## src/rtl/mux3_arbiter_pkg.sv

```systemverilog
// Shared encodings and the round-robin pick helper for the 3-way arbiter.
package mux3_arbiter_pkg;

  localparam logic [0:0] ST_IDLE  = 1'b0;
  localparam logic [0:0] ST_GRANT = 1'b1;

  localparam logic [1:0] SEL0     = 2'b00;
  localparam logic [1:0] SEL1     = 2'b01;
  localparam logic [1:0] SEL2     = 2'b10;
  localparam logic [1:0] SEL_NONE = 2'b11;

  typedef struct packed {
    logic       found;
    logic [1:0] idx;
  } arb_t;

  function automatic logic [1:0] next_idx(input logic [1:0] idx);
    return (idx == SEL2) ? SEL0 : idx + 2'd1;
  endfunction

  // Walk the search order backwards so the earliest hit from ptr is the last one written.
  function automatic arb_t arb_pick(input logic [2:0] req, input logic [1:0] ptr);
    arb_t r;
    int   p;
    r.found = 1'b0;
    r.idx   = SEL_NONE;
    for (int k = 2; k >= 0; k--) begin
      p = (int'(ptr) + k) % 3;
      if (req[p]) begin
        r.found = 1'b1;
        r.idx   = 2'(p);
      end
    end
    return r;
  endfunction

endpackage

```

## src/rtl/mux3_arbiter_mux3in.sv

```systemverilog
// Plain 3-input payload mux; the unused select code yields zero.
module mux3in
  import mux3_arbiter_pkg::*;
#(
  parameter int unsigned WIDTH = 32
) (
  input  logic [1:0]       sel,
  input  logic [WIDTH-1:0] d0,
  input  logic [WIDTH-1:0] d1,
  input  logic [WIDTH-1:0] d2,
  output logic [WIDTH-1:0] y
);

  always_comb begin
    y = '0;
    case (sel)
      SEL0:    y = d0;
      SEL1:    y = d1;
      SEL2:    y = d2;
      default: y = '0;
    endcase
  end

endmodule

```

## src/rtl/mux3_arbiter.sv

```systemverilog
// Three-requester round-robin arbiter with burst lock, driving one shared payload mux.
module mux3_arbiter
  import mux3_arbiter_pkg::*;
#(
  parameter int unsigned WIDTH     = 32,
  parameter int unsigned MAX_BURST = 8
) (
  input  logic             clk,
  input  logic             rst_n,
  input  logic [2:0]       req,
  input  logic [2:0]       lock,
  input  logic [WIDTH-1:0] data0,
  input  logic [WIDTH-1:0] data1,
  input  logic [WIDTH-1:0] data2,
  input  logic             out_ready,
  output logic [1:0]       sel,
  output logic [WIDTH-1:0] data_out,
  output logic             out_valid,
  output logic [2:0]       ack,
  output logic             busy
);

  localparam logic [7:0] LP_MAX = 8'(MAX_BURST);

  logic [0:0] r_state;
  logic [1:0] r_g;
  logic [1:0] r_rr_ptr;
  logic [7:0] r_beat_cnt;

  logic [0:0] w_state_d;
  logic [1:0] w_g_d;
  logic [1:0] w_ptr_d;
  logic [7:0] w_cnt_d;

  logic             w_granted;
  logic             w_transfer;
  logic             w_release;
  arb_t             w_pick_idle;
  arb_t             w_pick_rel;
  logic [WIDTH-1:0] w_mux_y;

  assign w_granted   = (r_state == ST_GRANT);
  assign w_transfer  = w_granted && req[r_g] && out_ready;
  // Release on an unlocked or final-beat transfer, or when the holder withdraws.
  assign w_release   = w_granted &&
                       (!req[r_g] ||
                        (w_transfer && (!lock[r_g] || (r_beat_cnt + 8'd1 == LP_MAX))));
  assign w_pick_idle = arb_pick(req, r_rr_ptr);
  assign w_pick_rel  = arb_pick(req, next_idx(r_g));

  always_comb begin
    w_state_d = r_state;
    w_g_d     = r_g;
    w_ptr_d   = r_rr_ptr;
    w_cnt_d   = r_beat_cnt;
    if (!w_granted) begin
      if (w_pick_idle.found) begin
        w_state_d = ST_GRANT;
        w_g_d     = w_pick_idle.idx;
      end
    end else if (w_release) begin
      w_ptr_d = next_idx(r_g);
      w_cnt_d = 8'd0;
      if (w_pick_rel.found) begin
        w_state_d = ST_GRANT;
        w_g_d     = w_pick_rel.idx;
      end else begin
        w_state_d = ST_IDLE;
      end
    end else if (w_transfer) begin
      w_cnt_d = r_beat_cnt + 8'd1;
    end
  end

  always_ff @(posedge clk or negedge rst_n) begin
    if (!rst_n) begin
      r_state    <= ST_IDLE;
      r_g        <= SEL0;
      r_rr_ptr   <= SEL0;
      r_beat_cnt <= 8'd0;
    end else begin
      r_state    <= w_state_d;
      r_g        <= w_g_d;
      r_rr_ptr   <= w_ptr_d;
      r_beat_cnt <= w_cnt_d;
    end
  end

  assign sel       = w_granted ? r_g : SEL_NONE;
  assign out_valid = w_granted && req[r_g];
  assign ack       = w_transfer ? 3'(3'b001 << r_g) : 3'b000;
  assign busy      = w_granted;

  mux3in #(
    .WIDTH (WIDTH)
  ) u_mux3in (
    .sel (sel),
    .d0  (data0),
    .d1  (data1),
    .d2  (data2),
    .y   (w_mux_y)
  );

  assign data_out = (sel == SEL_NONE) ? '0 : w_mux_y;

endmodule

```

## config.mk

```make
export PLATFORM = sky130hd
export DESIGN_NAME = mux3_arbiter
export DESIGN_NICKNAME = d
export VERILOG_FILES = /design/src/rtl/mux3_arbiter_pkg.sv /design/src/rtl/mux3_arbiter_mux3in.sv /design/src/rtl/mux3_arbiter.sv
export SDC_FILE = /design/constraint.sdc
export NUM_CORES = 1
export LEC_CHECK = 0
export CAP_MARGIN = 20
export CORE_MARGIN = 3
export CORE_UTILIZATION = 34
export DETAILED_ROUTE_END_ITERATION = 7
export PLACE_DENSITY = 0.87
export SETUP_SLACK_MARGIN = 0.5
export SYNTH_ARGS = -nofsm -noshare
export SYNTH_HDL_FRONTEND = slang
export SYNTH_SLANG_ARGS = --single-unit
export TNS_END_PERCENT = 30
```

## constraint.sdc

```tcl
create_clock -name clk -period 2.4 [get_ports clk]
set_input_delay 0.24 -clock clk [delete_from_list [all_inputs] [get_ports clk]]
set_output_delay 0.24 -clock clk [all_outputs]
set_load 0.01 [all_outputs]
```

==> reports/metrics.cfg <==
[route]
dr.pass1.iters=5
wire_per_inst_um=16.2
drt_iter0_drc=75
routed_wl_um=7850
vias=2581
ant_nets=0
vias_per_cell=5.31
drc=0

[outcome]
status=finished, final reports clean

[finish]
final_nets=526
final_common_cell=clkdlybuf4s50_1
multi_input_area_sq_mm=0.00144
area_growth_pct=95.6
n_antenna_cell=0
seq_area_sq_um=327
drive_above_1_share_pct=14.4
nFillCells=419
final_cell_mix=107 x clkdlybuf4s50_1, 72 x nor2_1, 34 x a21oi_1

[worst_setup_path]
rr_endpoint=r_g[1]
cp_num_buf_inv=4
rrSetupSlack_ps=340
slowest_stage=dfrtp_2
worst_ep_arrival_time_ps=1830
crit_end=data_out[2]
worstPathMaxFanout=9
timing.rr.start=r_g[1]
cp-startpoint=r_g[1]
crit_path_end_kind=output pin
path_delay_family=buffers and inverters
required_ps=2160
cp.depth=8
cp-start-kind=flop
path_class=reg2out
critPathMaxStageDelay_ps=470
cp_cell_sequence=buf_12 -> buf_12 -> buf_16 -> mux2i_1 -> nor2_1 -> a21oi_1 -> nor2_1 -> dlygate4sd2_1
ff2ff_path_depth=7

[clock_network]
cts_made_buffers=3
htree_levels=1
clock_sinks=13
cts_tree=done
clock_latency_ps=250
postCtsHoldBufs=0
clk_path_buf_depth=2
clock-root-buffer=clkbuf_8
clk_pin_slew_worst_paths_ps=60

[timing]
timing.final.crit_share_pct=86.2
drv_slew=0
worst_slew_pin_slew_ps=602
setup_viol=0
max_freq_ghz=0.483
max_slew_margin_pct=59.8
setup_tns_ps=0
period_minus_slack_ps=2070
grt_setup_unrepaired=yes
finalHoldViolations=0
finClkSkew_ps=1.44

[yosys]
synth.cell_area_sq_mm=0.00184
yosys.area.top_type=mux2i_1
seq_area_frac_synth_pct=17.7
ys.flop_type=dfrtp_1
synthAdderAreaFrac_pct=2.72
syn_area_per_cell_sq_um=6.83
yosys-top-cells-area=mux2i_1 18%, dfrtp_1 18%, nor2_1 15%
yosys.area_share.simple_pct=27.3
synth-compound-area-share_pct=23.8
netlist_instances=269
ys_warn_count=0
synth_xor_area_share_pct=0.477
ys_seq_elements=13
ys_types=46
synth_top_family_by_area=simple AND/OR/NAND/NOR gates
synth_top_area_share_pct=18.0
synthMuxAreaShare_pct=20.6
syn_nets=378
synth-edff-count=0
synthArstFlopShare_pct=100

[floorplanning]
start_util_pct=35.5
die_h_um=79.5
die_w_um=79.5
core_area_sq_mm=0.00517
io-pin-count=144
dieArea_sq_mm=0.00632
num_rows=26

[place]
hpwl_um=5720
io_buffers=143
gp_congestion=0.852

[grt]
grt_max_degree=28
gr-usage-all-layers_pct=23.0
grt.overflow.total=0
antenna_found_initial=0
first_global_vias=2409
grt_pass1_wl_um=11700

[power_and_ir_drop]
power_density_mw_per_mm2=926
p_total_mw=3.33
p_leak_nw=1.66
ir_worst_vdd_v=0.000641

[min_path]
hp-class=in2async

[run]
cap_violations=0

[power breakdown]
part | total, mW | internal (mW) | switching, mW | leakage (nW)
Clock | 0.198 | 0.115 | 0.0828 | 0.0255
Combinational | 2.80 | 1.45 | 1.35 | 1.46
Sequential | 0.326 | 0.263 | 0.0632 | 0.169
Total | 3.33 | 1.83 | 1.50 | 1.66
[worst min path at each step]
stage / slack [ps] / startpoint / end / cells after the start
floorplan: -60 / rst_n / busy / 0
global placement: 530 / r_beat_cnt[1] / r_beat_cnt[1] / 1
detailed placement: 540 / r_beat_cnt[1] / r_beat_cnt[1] / 1
CTS: 390 / rst_n / r_beat_cnt[6] / 1
global route: 410 / rst_n / r_beat_cnt[1] / 1
finish: 370 / rst_n / r_beat_cnt[6] / 1
[cell usage after synthesis (2+ instances only)]
library cell / instances
nor2_1: 73
a21oi_1: 35
mux2i_1: 33
dfrtp_1: 13
a31oi_1: 11
nand2_1: 10
clkbuf_1: 9
buf_1: 7
inv_1: 7
buf_2: 6
nand3_1: 6
nor3_1: 5
o21ai_0: 5
ha_1: 4
a32o_1: 3
and3_1: 3
mux2_2: 3
a222oi_1: 2
buf_4: 2
nand3b_1: 2
nand4_1: 2
nor2b_1: 2
o21bai_1: 2
o22ai_1: 2
[routing by layer]
layer,up-vias,global-route usage [%],part of all wire (%)
li1,1254,-,-
met1,1206,25.4,37
met2,111,42.7,52
met3,10,6.55,9.9
met4,0,6.01,1.3
met5,-,0,0
[registers in the layout (all words and copies together) (netlist names)]
name        count
r_g             2
busy            1
r_rr_ptr        2
r_beat_cnt      8
[final cells by class]
type                            count  area share, %
Sequential cell                    13           9.09
Clock inverter                      1          0.139
Clock buffer                        3           1.15
Tap cell                           70           2.44
Inverter                            8          0.836
Timing Repair Buffer              167           46.2
Multi-Input combinational cell    224           40.1
[metrics by stage]
stage                     instance area [sq um]  cells  util (%)  hold WS (ps)  worst slack [ps]
after floorplan                            1870    269         -         -55.6               500
after global placement                     3380    472      65.4           526               235
after detailed placement                   3380    472      65.4           538               175
after CTS                                  3540    485      68.4           390               287
after global routing                       3590    486      69.5           410               267
final                                      3590    486      69.5           372               330
[repair_timing]
action                                 in CTS  in global routing
setup endpoints to repair                  48                 48
gates resized for setup                    70                 23
cloned                                      2                  0
endpoints found under the hold margin       0                  0
pin swaps                                   3                  4
buffers inserted                            7                  1
[kinds of logic (layout without fill, tap and decap cells)]
| logic type | after synthesis | count (layout) |
|---|---|---|
| AOI/OAI and AO/OA | 70 | 70 |
| xor gates and xnor gates | 1 | 1 |
| adders and majority gates | 4 | 4 |
| buffers and inverters | 32 | 179 |
| DFF | 13 | 13 |
| muxes | 37 | 37 |
| and+or+nand+nor | 112 | 112 |
No activity file was read; power rests on OpenSTA's default activity.
